`src/rtl/operand_loader.sv`:
```
// ----------------------------------------------------------------------------
// operand_loader
//   Assembles two 32-bit ALU operands (a, b) one byte at a time from an 8-bit
//   switch bank. Each press of the load button writes src into the byte
//   selected by byte_idx (0-3 -> a, 4-7 -> b). A press of the clear button
//   zeroes both operands and restarts the sequence.
//
//   Optional feature macro: DEBOUNCE_EN
//     When defined, each synchronized button passes through a debouncer that
//     only changes level after DEBOUNCE_CYCLES consecutive cycles of
//     disagreement. When undefined, no debounce logic exists.
//
// Ports
//   clk            in   1   system clock, rising edge
//   rst_n          in   1   asynchronous active-low reset
//   src            in   8   switch byte to write
//   btn_load       in   1   raw load push button (active high)
//   btn_clear      in   1   raw clear push button (active high)
//   a              out 32   assembled operand A
//   b              out 32   assembled operand B
//   byte_idx       out  3   index of the next byte to be written
//   load_strobe    out  1   one-cycle pulse per accepted byte write
//   operands_valid out  1   high while all 8 bytes are loaded
// ----------------------------------------------------------------------------
module operand_loader #(
    parameter int DEBOUNCE_CYCLES = 16
) (
    input  logic        clk,
    input  logic        rst_n,
    input  logic [7:0]  src,
    input  logic        btn_load,
    input  logic        btn_clear,
    output logic [31:0] a,
    output logic [31:0] b,
    output logic [2:0]  byte_idx,
    output logic        load_strobe,
    output logic        operands_valid
);

    typedef enum logic {LOAD, READY} state_t;

    if (DEBOUNCE_CYCLES < 1) begin : g_param_check
        $error("DEBOUNCE_CYCLES must be at least 1");
    end

    logic [1:0]  r_ld_sync, r_clr_sync;
    logic [1:0]  r_init;
    logic        r_ld_arm, r_clr_arm;
    logic        w_ld_lvl, w_clr_lvl;
    logic        w_ld_evt, w_clr_evt;

    state_t      r_state, w_state_nxt;
    logic [31:0] r_a, r_b;
    logic [2:0]  r_idx, w_idx_nxt;
    logic        r_strobe, w_strobe_nxt;
    logic        r_valid, w_valid_nxt;
    logic [63:0] w_ab;

    // Two-flop synchronizers plus a warm-up shift that marks when the second
    // stage holds a genuinely sampled button value rather than its reset value.
    always_ff @(posedge clk or negedge rst_n) begin
        if (!rst_n) begin
            r_ld_sync  <= '0;
            r_clr_sync <= '0;
            r_init     <= '0;
        end else begin
            r_ld_sync  <= {r_ld_sync[0], btn_load};
            r_clr_sync <= {r_clr_sync[0], btn_clear};
            r_init     <= {r_init[0], 1'b1};
        end
    end

`ifdef DEBOUNCE_EN
    localparam int CW = $clog2(DEBOUNCE_CYCLES + 1);

    logic [CW-1:0] r_ld_cnt, r_clr_cnt;
    logic          r_ld_db, r_clr_db;

    always_ff @(posedge clk or negedge rst_n) begin
        if (!rst_n) begin
            r_ld_cnt  <= '0;
            r_clr_cnt <= '0;
            r_ld_db   <= 1'b0;
            r_clr_db  <= 1'b0;
        end else begin
            if (r_ld_sync[1] != r_ld_db) begin
                if (r_ld_cnt == CW'(DEBOUNCE_CYCLES - 1)) begin
                    r_ld_db  <= r_ld_sync[1];
                    r_ld_cnt <= '0;
                end else begin
                    r_ld_cnt <= r_ld_cnt + CW'(1);
                end
            end else begin
                r_ld_cnt <= '0;
            end
            if (r_clr_sync[1] != r_clr_db) begin
                if (r_clr_cnt == CW'(DEBOUNCE_CYCLES - 1)) begin
                    r_clr_db  <= r_clr_sync[1];
                    r_clr_cnt <= '0;
                end else begin
                    r_clr_cnt <= r_clr_cnt + CW'(1);
                end
            end else begin
                r_clr_cnt <= '0;
            end
        end
    end

    assign w_ld_lvl  = r_ld_db;
    assign w_clr_lvl = r_clr_db;
`else
    assign w_ld_lvl  = r_ld_sync[1];
    assign w_clr_lvl = r_clr_sync[1];
`endif

    // Edge register: "armed" means the button has been genuinely seen low
    // since the last event, so a button held through reset release stays
    // disarmed until it is released and pressed again.
    always_ff @(posedge clk or negedge rst_n) begin
        if (!rst_n) begin
            r_ld_arm  <= 1'b0;
            r_clr_arm <= 1'b0;
        end else begin
            if (w_ld_lvl)
                r_ld_arm <= 1'b0;
            else if (r_init[1] && !r_ld_sync[1])
                r_ld_arm <= 1'b1;
            if (w_clr_lvl)
                r_clr_arm <= 1'b0;
            else if (r_init[1] && !r_clr_sync[1])
                r_clr_arm <= 1'b1;
        end
    end

    assign w_ld_evt  = w_ld_lvl  & r_ld_arm;
    assign w_clr_evt = w_clr_lvl & r_clr_arm;

    always_ff @(posedge clk or negedge rst_n) begin
        if (!rst_n) begin
            r_state  <= LOAD;
            r_a      <= '0;
            r_b      <= '0;
            r_idx    <= '0;
            r_strobe <= 1'b0;
            r_valid  <= 1'b0;
        end else begin
            r_state  <= w_state_nxt;
            r_a      <= w_ab[31:0];
            r_b      <= w_ab[63:32];
            r_idx    <= w_idx_nxt;
            r_strobe <= w_strobe_nxt;
            r_valid  <= w_valid_nxt;
        end
    end

    // Operands are handled as one 64-bit word {b, a} so byte_idx directly
    // selects the byte lane.
    always_comb begin
        w_state_nxt  = r_state;
        w_ab         = {r_b, r_a};
        w_idx_nxt    = r_idx;
        w_strobe_nxt = 1'b0;
        w_valid_nxt  = r_valid;
        if (w_clr_evt) begin
            w_state_nxt = LOAD;
            w_ab        = '0;
            w_idx_nxt   = '0;
            w_valid_nxt = 1'b0;
        end else if (w_ld_evt) begin
            w_strobe_nxt = 1'b1;
            case (r_state)
                LOAD: begin
                    w_ab[{r_idx, 3'b000} +: 8] = src;
                    if (r_idx == 3'd7) begin
                        w_idx_nxt   = '0;
                        w_valid_nxt = 1'b1;
                        w_state_nxt = READY;
                    end else begin
                        w_idx_nxt = r_idx + 3'd1;
                    end
                end
                READY: begin
                    w_ab[7:0]   = src;
                    w_idx_nxt   = 3'd1;
                    w_valid_nxt = 1'b0;
                    w_state_nxt = LOAD;
                end
                default: w_state_nxt = LOAD;
            endcase
        end
    end

    assign a              = r_a;
    assign b              = r_b;
    assign byte_idx       = r_idx;
    assign load_strobe    = r_strobe;
    assign operands_valid = r_valid;

endmodule
```
`config.mk`:
```
export PLATFORM = sky130hd
export DESIGN_NAME = operand_loader
export DESIGN_NICKNAME = d
export VERILOG_FILES = /design/src/rtl/operand_loader.sv
export SDC_FILE = /design/constraint.sdc
export NUM_CORES = 1
export LEC_CHECK = 0
export ABC_AREA = 1
export BUFFER_PORTS_ARGS = -buffer_cell sky130_fd_sc_hd__buf_2
export CAP_MARGIN = 20
export CORE_UTILIZATION = 35
export DETAILED_ROUTE_END_ITERATION = 7
export MAX_ROUTING_LAYER = met4
export PLACE_DENSITY = 0.61
export SLEW_MARGIN = 25
export SYNTH_ARGS = -nofsm -noshare
export SYNTH_HDL_FRONTEND = slang
export SYNTH_SLANG_ARGS = --single-unit
export TNS_END_PERCENT = 1
```
`constraint.sdc`:
```
create_clock -name clk -period 4.55 [get_ports clk]
set_input_delay 0.2275 -clock clk [delete_from_list [all_inputs] [get_ports clk]]
set_output_delay 0.2275 -clock clk [all_outputs]
set_load 0.05 [all_outputs]
```
**Word level (Yosys, flattened, before mapping)**

Cells that the tools add are included.

- Register bits after elaboration: 78
- Bits in latches: 0
- Memory bits (writable): 0
- Bits in read-only memories: 0
- Input port bits: 12
- Output and inout bits: 69
- Memories kept: 0

- Add/subtract/negate cells: 2
- Multiply operators: 0
- Divide/modulo/power cells: 0
- Order comparisons: 0
- Eq/ne operators: 3
- Shift operators: 2
- Mux-type cells: 23
- Bitwise operators: 3
- Reduce and logical (&&, ||, !) cells: 9

Operators by type and width:

| operator | count |
|---|---|
| $mux W64 | 2 |
| $bwmux W64 | 1 |
| $shift A8 B8 Y64 const A | 1 |
| $shiftx A8 B8 Y64 | 1 |
| $mux W56 | 1 |
| $pmux W8 S2 | 1 |
| $mux W1 | 12 |
| $mux W3 | 3 |
| $neg A6 Y8 | 1 |
| $pmux W3 S2 | 1 |
| $reduce_bool A2 Y1 | 3 |
| $pmux W1 S2 | 2 |
| $reduce_and A2 Y1 | 2 |
| $add A3 B1 Y3 const B | 1 |
| $eq A3 B3 Y1 const B | 1 |
| $ne A3 B3 Y1 const B | 1 |
| $and A1 B1 Y1 | 2 |
| $logic_and A1 B1 Y1 | 2 |
| $logic_not A1 Y1 | 2 |
| $ne A2 B2 Y1 const B | 1 |
| $not A1 Y1 | 1 |

**Depth between registers and ports, before layout**

- Depth in word-level cells: 6
- Mapped depth: 12
- Depth with buffers taken out: 10

**Least setup slack after synthesis**

Ideal clock, no wire load.

- Path kind: register to register
- Start: reg r_idx[0] (netlist: byte_idx[0])
- End: reg r_b[10] (netlist: b[10])
- Library setup time: 0.123 ns
- Arrival time: 2.254 ns
- Required time: 4.427 ns
- Path slack: 2.173 ns
- Stages on the path, launching flop included: 12
- Path buffers: 3
- Clock period less this slack: 2.377 ns
- Path through: dfrtp_1 -> buf_6 -> inv_4 -> buf_6 -> ha_1 -> ha_1 -> inv_1 -> nand2_1 -> nand3b_4 -> buf_2 -> nand3_1 -> o21ai_1

- Cells in the longest elaborated chain, start to end: 6

Ends and longest elaborated chain:

| item | line | RTL |
|---|---|---|
| start, declared | 54 | `logic [2:0] r_idx, w_idx_nxt;` |
| start signal, assigned | 150 | `r_idx <= w_idx_nxt;` |
| $neg A6 Y8 * | 173 | `w_ab[{r_idx, 3'b000} +: 8] = src;` |
| $shiftx A8 B8 Y64 or $shift A8 B8 Y64 (tied branches) | 173 |  |
| $bwmux W64 * | 173 |  |
| $mux W56 * | 171 | `case (r_state)` |
| $mux W64 * | 169 | `end else if (w_ld_evt) begin` |
| $mux W64 * | 164 | `if (w_clr_evt) begin` |
| end signal, assigned | 149 | `r_b <= w_ab[63:32];` |
| end, declared | 53 | `logic [31:0] r_a, r_b;` |

Mark *: on every way between the ends. The rest lies on a longest branch, timed or not. The select of a mux whose other input is x is not followed.
A chain may end at the register's enable or synchronous reset.

**Worst setup path after layout**

- Start: reg r_idx[0] (netlist: byte_idx[0])
- End: reg r_b[4] (netlist: b[4])

Same word-level chain as after synthesis.

==> results.yml <==
outcome:
  status: "complete, no violations"
clock_network:
  clkTransAtPathRegs_ns: 0.09
  clk_latency_ns: 0.36
  clockRootBuffer: "clkbuf_8"
  cts_sinks: 78
  cts-hold-fix-buffers: 2
  numCtsBuffers: 9
  htreeDepth: 3
  cts_tree: "built"
  cts_setup_buffers: 0
  cts_buffer_depth: 2
  postCtsResizedCells: 0
timing:
  slew_viol_final: 0
  hold_viol_final: 0
  rsz0062_at_grt: "false"
  post-route-period-util_pct: 57.65
  min_period_ns: 2.623
  fin_skew_ns: 0.01280
  holdWs_ns: 0.2135
  setup_viol: 0
  fmax_mhz: 381.2
  worst_slew_pin_slew_ns: 0.7544
  tns_ns: 0
  slew_headroom_pct: 49.71
critical_path:
  critPathKind: "flop to flop"
  crit_required_ns: 4.83
  cp-start-kind: "flop"
  slowest_delay_ns: 0.84
  path_buf_inv: 2
  critical_path.max_fanout: 21
  cp.arrival_ns: 2.91
  crit_family: "flip-flops"
  worst_setup_path_end_kind: "flop"
  crit_chain: "inv_4 -> ha_1 -> ha_1 -> inv_1 -> nand2_1 -> nor2_1 -> nand2_1 -> o21ai_1"
  cp_slowest_cell: "dfrtp_1"
placement:
  placed_cells: 639
  port_buffers: 80
  routabilityCongestion: 0.8391
  post-dp-hpwl_mm: 6.911
  place_area_um2: 4290
cells_and_area:
  fin_cells: 658
  fin_area_um2: 4517
  drive_above_1_share_pct: 25.10
  fillers: 1068
  nets: 536
  final_util_pct: 43.36
  syn_to_final_growth_pct: 18.67
  n_antenna_cell: 0
logic_synthesis:
  synth_cell_types: 30
  synth_fp_nets: 457
  avgSynthCellArea_um2: 8.690
  yosysWarnings: 0
  netlist_area_um2: 3806
  seq_area_frac_synth_pct: 51.28
  ys_ff_latch: 78
  synth_cells: 438
floorplan:
  rows: 37
  fp.dieW_um: 106.3
  start_util_pct: 36.54
  ios: 81
  fp.dieH_um: 106.3
  core_area_um2: 10420
  die_area_um2: 11300
global_routing:
  grt-ovfl-total: 0
  grt_pass1_wl_mm: 15.54
  grt_use_total_pct: 18.37
  grt_max_degree: 79
  antenna_found_initial: 0
  grt_pass1_vias: 3013
drt:
  drt_iter0_drc: 169
  postRouteWirelength_mm: 9.432
  num_vias: 3215
  routedWlPerCell_um: 14.33
  routed_via_density: 4.886
  postRouteAntennaNets: 0
  dr.pass1.iters: 4
  drc: 0
hold_path:
  hp-class: "primary input to flop"
pwr:
  vdd_ir_drop_max_mv: 0.2399
  p_leak_nw: 2.587
  power_density_nw_per_um2: 445.0
flow_run:
  max-cap-violations: 0
[area by class of cell]
class	count	area, µm²	share of cell area, %
Inverter	24	95.09	2.105
Timing Repair Buffer	84	444.2	9.834
Clock inverter	7	63.81	1.413
Sequential cell	78	1952	43.21
Clock buffer	9	123.9	2.742
Tap cell	136	170.2	3.767
Multi-Input combinational cell	320	1668	36.93
[layer usage]
layer / wire length, µm / vias up / part of all wire [%] / global-route usage (%)
met4: 210 / 0 / 2.2 / 8.036
met2: 4192 / 79 / 44 / 25.88
li1: - / 1601 / - / -
met1: 4583 / 1518 / 49 / 25.83
met3: 446 / 17 / 4.7 / 3.250
met5: 0 / - / 0 / -
[worst paths after layout]
check | start | to | slack (ns) | cells after the start
max | byte_idx[0] | b[4] | 1.93 | 8
min | src[4] | a[4] | 0.21 | 5
max reg2reg | byte_idx[0] | b[4] | 1.93 | 8
min reg2reg | r_init[0] | r_init[1] | 0.35 | 0
max in group asynchronous | rst_n | b[20] | 3.58 | 2
min in group asynchronous | rst_n | b[0] | 0.44 | 2
[through the flow]
| stage | power [mW] | worst slack, ns |
|---|---|---|
| final | 2.010 | 1.927 |
| after floorplan | 1.375 | 2.173 |
| after global routing | 2.130 | 1.669 |
| after global placement | 1.516 | 2.095 |
| after detailed placement | 1.524 | 1.973 |
| after CTS | 2.031 | 1.940 |
[sequential cells by signal, indices dropped and copies added, names as in the netlist]
| register | count |
|---|---|
| a | 32 |
| b | 32 |
| byte_idx | 3 |
| r_clr_sync | 2 |
| r_init | 2 |
| r_ld_sync | 2 |
| load_strobe | 1 |
| operands_valid | 1 |
| r_clr_arm | 1 |
| r_ld_arm | 1 |
| r_state | 1 |
[kinds of logic (layout without fill, tap and decap cells)]
| family | Yosys count | in the layout | share of synthesized area, % |
|---|---|---|---|
| compound gates | 26 | 26 | 3.912 |
| fa+ha+maj | 7 | 7 | 2.301 |
| buf+inv | 40 | 124 | 5.029 |
| flops | 78 | 78 | 51.28 |
| other cells | 1 | 1 | 0.09852 |
| simple gates | 286 | 286 | 37.38 |
[cell usage in the layout, fill, tap and decap left out]
master         instances
nor2_8                 5
inv_6                  3
inv_8                  1
conb_1                 1
a21oi_2                1
o21ai_0                4
nor2_2                 3
inv_4                  2
dlygate4sd3_1          3
nor2_4                 3
inv_2                  2
clkbuf_8               9
nor2_1                36
a21boi_4               1
o22ai_1                1
clkinv_4               3
nand2_1              118
nand2_4                3
nand3_1               98
inv_1                 20
buf_6                  1
nand3b_4               1
nand3_4                1
nand4_2                2
buf_4                  1
nor3_4                 1
buf_2                 79
ha_1                   7
a21oi_1                9
nand4_1                6
o21ai_1               10
dfrtp_1               78
nand2_2                9
[cell usage after synthesis]
cell type	n	share of area (%)
buf_4	1	0.20
buf_2	8	1.1
inv_1	20	2.0
inv_4	2	0.33
nand3_4	1	0.46
o21ai_0	4	0.53
nor3_4	1	0.43
nor2_8	5	2.6
o22ai_1	1	0.16
nand3b_4	1	0.53
nand3_1	98	13
a21oi_1	9	1.2
nand2_1	118	12
conb_1	1	0.099
buf_1	3	0.30
inv_2	2	0.20
ha_1	7	2.3
dfrtp_1	78	51
clkbuf_1	1	0.099
o21ai_1	10	1.3
nor2_2	3	0.49
nor2_4	3	0.89
nand4_2	2	0.66
nand2_2	10	1.6
a21oi_2	1	0.23
nand2_4	2	0.59
nand4_1	6	0.99
buf_6	3	0.89
a21boi_4	1	0.49
nor2_1	36	3.6
[power by group]
| group | switching [mW] | total [mW] | leakage [nW] | internal (mW) |
|---|---|---|---|---|
| Sequential | 0.0478 | 0.791 | 1.07 | 0.743 |
| Clock | 0.287 | 0.498 | 0.0967 | 0.210 |
| Combinational | 0.556 | 0.721 | 1.42 | 0.165 |
[tightest hold or removal path, cell delays in order]
cell and delay [ns]:
buf_2 0.12, nand2_1 0.06, a21oi_1 0.04, nand2_1 0.06, nand2_1 0.04
Power figures use the tool's default switching activity.
